$ cat config.mk
export PLATFORM = sky130hd
export DESIGN_NAME = bht_2bit
export DESIGN_NICKNAME = d
export VERILOG_FILES = /design/src/rtl/bht_2bit.sv
export SDC_FILE = /design/constraint.sdc
export NUM_CORES = 1
export LEC_CHECK = 0
export CAP_MARGIN = 20
export CORE_ASPECT_RATIO = 0.9
export CORE_MARGIN = 2
export CORE_UTILIZATION = 25
export CTS_BUF_LIST = sky130_fd_sc_hd__clkbuf_4 sky130_fd_sc_hd__clkbuf_8
export DETAILED_ROUTE_END_ITERATION = 10
export PLACE_DENSITY_LB_ADDON = 0.08
export SLEW_MARGIN = 20
export SYNTH_ARGS = -nofsm -noshare
export SYNTH_HDL_FRONTEND = slang
export SYNTH_SLANG_ARGS = --single-unit
$ cat constraint.sdc
create_clock -name clk -period 4.95 [get_ports clk]
set_input_delay 0.7425 -clock clk [delete_from_list [all_inputs] [get_ports clk]]
set_output_delay 0.7425 -clock clk [all_outputs]
set_load 0.05 [all_outputs]
$ cat src/rtl/bht_2bit.sv
// bht_2bit: branch history table of 2-bit saturating counters indexed by PC word address,
// with a saturating misprediction counter for performance debug.
module bht_2bit #(
  parameter int IDX_W = 6,
  parameter int CNT_W = 16
) (
  input  logic             clk,
  input  logic             clrn,
  input  logic [31:0]      if_pc,
  output logic [1:0]       if_ctr,
  output logic             if_pred_taken,
  input  logic             upd_en,
  input  logic [31:0]      upd_pc,
  input  logic             upd_taken,
  input  logic             upd_pred,
  output logic [CNT_W-1:0] mispredict_cnt
);
  logic [1:0] tbl [2**IDX_W];
  logic [IDX_W-1:0] rd_idx, wr_idx;
  logic [1:0] cur, nxt;
  assign rd_idx = if_pc[IDX_W+1:2];
  assign wr_idx = upd_pc[IDX_W+1:2];
  assign if_ctr = tbl[rd_idx];
  assign if_pred_taken = if_ctr[1];
  assign cur = tbl[wr_idx];
  // Saturating step from the table's current value; no bypass to the read port.
  assign nxt = upd_taken ? ((cur == 2'b11) ? cur : cur + 2'd1)
                         : ((cur == 2'b00) ? cur : cur - 2'd1);
  always_ff @(posedge clk) begin
    if (!clrn) begin
      for (int i = 0; i < 2**IDX_W; i++) tbl[i] <= 2'b01;
      mispredict_cnt <= '0;
    end else if (upd_en) begin
      tbl[wr_idx] <= nxt;
      if (upd_pred != upd_taken && mispredict_cnt != '1) mispredict_cnt <= mispredict_cnt + 1'b1;
    end
  end
endmodule

Word-level counts from Yosys, hierarchy flattened

Memories as Yosys holds them, arrays and structs flattened.
Cells that the tools add are included.

Add/subtract/negate cells: 3
Equal/unequal tests: 3
Multiplexer cells: 10
Reductions and logical operators: 4

Operator list:

| cell                                                                | count |
|---|---|
| 16-bit by 1-bit adder with 16-bit output (second input constant)    | 1 |
| 16-bit inequality test (second input constant)                      | 1 |
| 2-bit 2-to-1 mux                                                    | 4 |
| 6-bit 2-to-1 mux                                                    | 1 |
| 1-bit 2-to-1 mux                                                    | 5 |
| 2-bit by 1-bit adder with 2-bit output (second input constant)      | 1 |
| 2-bit == test (second input constant)                               | 1 |
| 2-bit logical NOT                                                   | 1 |
| 2-bit AND reduction                                                 | 1 |
| 2-bit OR reduction                                                  | 1 |
| 2-bit by 1-bit subtractor with 2-bit output (second input constant) | 1 |
| 1-bit logical AND                                                   | 1 |
| 1-bit inequality test                                               | 1 |

Register bits: 16
RAM bits: 128
Input port bits: 69
Output and inout port bits: 19
Word-level logic and storage cells: 22
Memories kept: 1

Memories:

| name | words | width | rd ports | clocked after memory_dff | write ports | line | source |
|---|---|---|---|---|---|---|---|
| tbl  | 64    | 2     | 2        | 0                        | 64          | 18   | `logic [1:0] tbl [2**IDX_W];` |

Logic depth before layout (Yosys ltp)

Depth after elaboration: 5
Gate-level depth with buffers: 12
Depth with buffers taken out: 8

Worst setup path before layout

Ideal clock, no wire load.

Kind: input-to-output
Start: input port if_pc[2]
End: output port if_ctr[1]
Data arrival time: 3.411 ns
Data required time: 4.208 ns
Slack: 0.796 ns
Cell stages on the path: 6
Path buffers: 3
Cell sequence: clkbuf_1 buf_1 mux4_2 mux4_2 mux4_2 buf_4

Word-level cells in the longest chain between the ends: 1

Ends and longest elaborated chain:

| element           | line | source |
|---|---|---|
| from (decl)       | 9    | `input logic [31:0] if_pc,` |
| memory 64 x 2 bit | --   |  |
| to (decl)         | 10   | `output logic [1:0] if_ctr,` |

No other way between the ends.

Worst setup path after layout

Start: input port if_pc[3]
End: output port if_pred_taken

Word-level cells in the longest chain between the ends: 1

Ends and longest elaborated chain:

| element           | line | source |
|---|---|---|
| memory 64 x 2 bit | --   |  |
| to (decl)         | 11   | `output logic if_pred_taken,` |

No other way between the ends.

==> results.toml <==
[placement]
dp_cells = 1221
hpwl_um = 21700
gp_congestion = 0.787
portBuffers = 35
pre_cts_slack_ps = 313

[grt]
grtUsageTotal = 0.183
grt_pass1_wl_um = 46100
grt_overflow = 0
grt_pass1_vias = 6676
grt_max_degree = 49
antenna_found_initial = 0

[cells_and_area]
final_cells = 1253
fin_nets = 848
layout-drive-gt1-share = 0.188
diodes = 0
fin_util = 0.293
area_growth_pct = 16.4

[die]
io_pins = 88
die_w_um = 199
start_util = 0.252
fp.dieH_um = 179
dieArea_sq_um = 35600
fp-row-count = 64
core_area_sq_um = 33800

[logic_synthesis]
syn_nets = 820
netlist_area_sq_um = 8520
yosysUniqueCellTypes = 60
synth_area_leader_cell = "edfxtp_1"
ys_top_cells_by_count = "edfxtp_1 (128), nand2_1 (128), a21oi_1 (61)"
ys_ff_latch = 144
ys_seq_area_frac = 0.489
syn_area_per_cell_sq_um = 11.4
synth-edff-count = 128
yosys.area.top_type_share = 0.451
async_reset_ff_frac = 0
synth-main-ff-cell = "edfxtp_1"
yosysWarnings = 0
yosys-top-cells-area = "edfxtp_1 (45%), mux4_2 (12%), nand2_1 (5.6%), o21bai_1 (4.7%), dfxtp_1 (3.8%)"
postSynthCellCount = 750

[timing]
setup_tns_ps = 0
hold_viol_final = 0
layout_min_cycle_time_ps = 4120
slew_violations = 0
setup_violations = 0
fin_crit_sh = 0.833
clock.fmax_ghz = 0.243
grt_setup_unrepaired = "no"
max_slew_margin = 0.307
finClkSkew_ps = 21.4
post-route-worst-setup-slack_ps = 828
tightest_slew_ps = 1040

[power]
p_leak_uw = 0.00336
power_density_nw_per_um2 = 295
vdd_drop_max_mv = 0.147
p_total_uw = 2920

[drt]
drc = 0
via_count = 6593
wl_um = 31200
antenna_left = 0
first_iter_violations = 593
dr.pass1.iters = 5
wl_per_cell_um = 24.9
avgViaCountPerCell = 5.26

[worst_setup_path]
cp-start-kind = "input pin"
max_stage_delay_ps = 540
cpMostUsedCell = "mux4_2"
critPathTopFamily = "multiplexers"
setup.worst_path.class = "in -> out"
critPathBufInv = 3
reg2reg_from = "tbl[39][0]"
cp-end-kind = "output pin"
cp_cell_sequence = "clkdlybuf4s50_1 -> buf_4 -> mux4_2 -> mux4_2 -> mux4_2 -> buf_4"
crit_arrival_ps = 3380
crit_fanout = 32
critical-path-slowest-cell = "mux4_2"
required_ps = 4210
worstSetupStartpoint = "if_pc[3]"

[clocking]
htreeDepth = 4
clk_latency_ps = 490
cts_tree = "built"
clk_pin_slew_worst_paths_ps = 90
cts_buffer_depth = 2
cts_root_buffer = "clkbuf_8"
numClockSinks = 144
hold_buffers = 0
post-cts-setup-buffers = 0
cts_made_buffers = 17
post_cts_resized = 0

[worst_hold_path]
min_from = "mispredict_cnt[1]"
hold_path.class = "reg -> reg"

[run_status]
status = "complete, no violations"

[job]
maxCapViolations = 0
[layout by cell type, fill, tap and decap left out, types with 5 or more instances in the layout]
cell type        synthesis  layout
clkdlybuf4s50_1          0      28
nor3_1                   5       5
nand4_1                  6       6
o21bai_1                53      53
mux2_2                  10      10
a221oi_1                 7       7
or2_2                    6       6
a22o_1                   6       6
and2_1                  16      16
buf_12                   0       5
a31oi_1                  6       6
edfxtp_1               128     128
xnor2_1                  7       7
xor2_1                   7       7
o21ai_0                 18      18
nor2_1                  20      20
buf_4                    3      41
and3_1                   6       6
nand2_1                128     128
mux4_2                  44      44
a211oi_1                14      14
a21oi_1                 61      61
dfxtp_1                 16      16
o211ai_1                11      11
clkbuf_8                 0      17
mux2i_1                 24      24
a22oi_1                  8       8
o22ai_1                  7       7
nor2b_1                 10      10
nand3_1                 15      15
[per-stage QoR]
step | cell area (sq um) | hold WS, ps
floorplan | 8520 | 698
global placement | 9480 | 509
detailed placement | 9480 | 506
CTS | 9910 | 521
global route | 9910 | 562
finish | 9910 | 514
[where the power goes]
group	total (uW)	internal, uW	switching (uW)
Clock	1070	554	520
Combinational	478	155	323
Sequential	1370	1350	21.6
[per-layer routing]
| layer | GRT usage | vias to the layer above | routed length (um) |
|---|---|---|---|
| met4 | 0.0510 | 0 | 543 |
| met3 | 0.0359 | 33 | 1470 |
| li1 | - | 2941 | - |
| met1 | 0.259 | 3419 | 14800 |
| met5 | 0 | - | 0 |
| met2 | 0.284 | 200 | 14400 |
[flip-flops by register name, summed over array words and instances, names as in the netlist]
signal / cells
tbl: 128
mispredict_cnt: 16
[cells by family after synthesis]
| kind of cell | Yosys count | share of synthesized area |
|---|---|---|
| AO/OA/AOI/OAI | 212 | 0.169 |
| XOR/XNOR | 14 | 0.0144 |
| adder cells (fa/ha/maj) | 1 | 0.00147 |
| buffers and inverters | 71 | 0.0424 |
| flip-flops | 144 | 0.489 |
| multiplexers | 79 | 0.159 |
| AND/OR/NAND/NOR | 229 | 0.124 |
[final timing paths]
check | end | slack, ps | cells after the start
max | if_pred_taken | 830 | 6
min | mispredict_cnt[1] | 510 | 2
max reg2reg | tbl[51][1] | 1500 | 7
min reg2reg | mispredict_cnt[1] | 510 | 2
[final cells by class]
cell class | count | area (sq um)
repair buffers | 78 | 708
multi-input cells | 535 | 4030
clock inverters | 14 | 189
fillers | 3584 | 23900
flip-flops and latches | 144 | 4160
clock buffers | 18 | 241
well taps | 462 | 578
inverters | 2 | 7.51
[worst min-delay path: cells and delay by family, from the launching register on]
kind / cells / cell delay, ps
compound gates: 1 / 70
flops: 1 / 340
simple gates: 1 / 60
No activity file was read; power rests on OpenSTA's default activity.
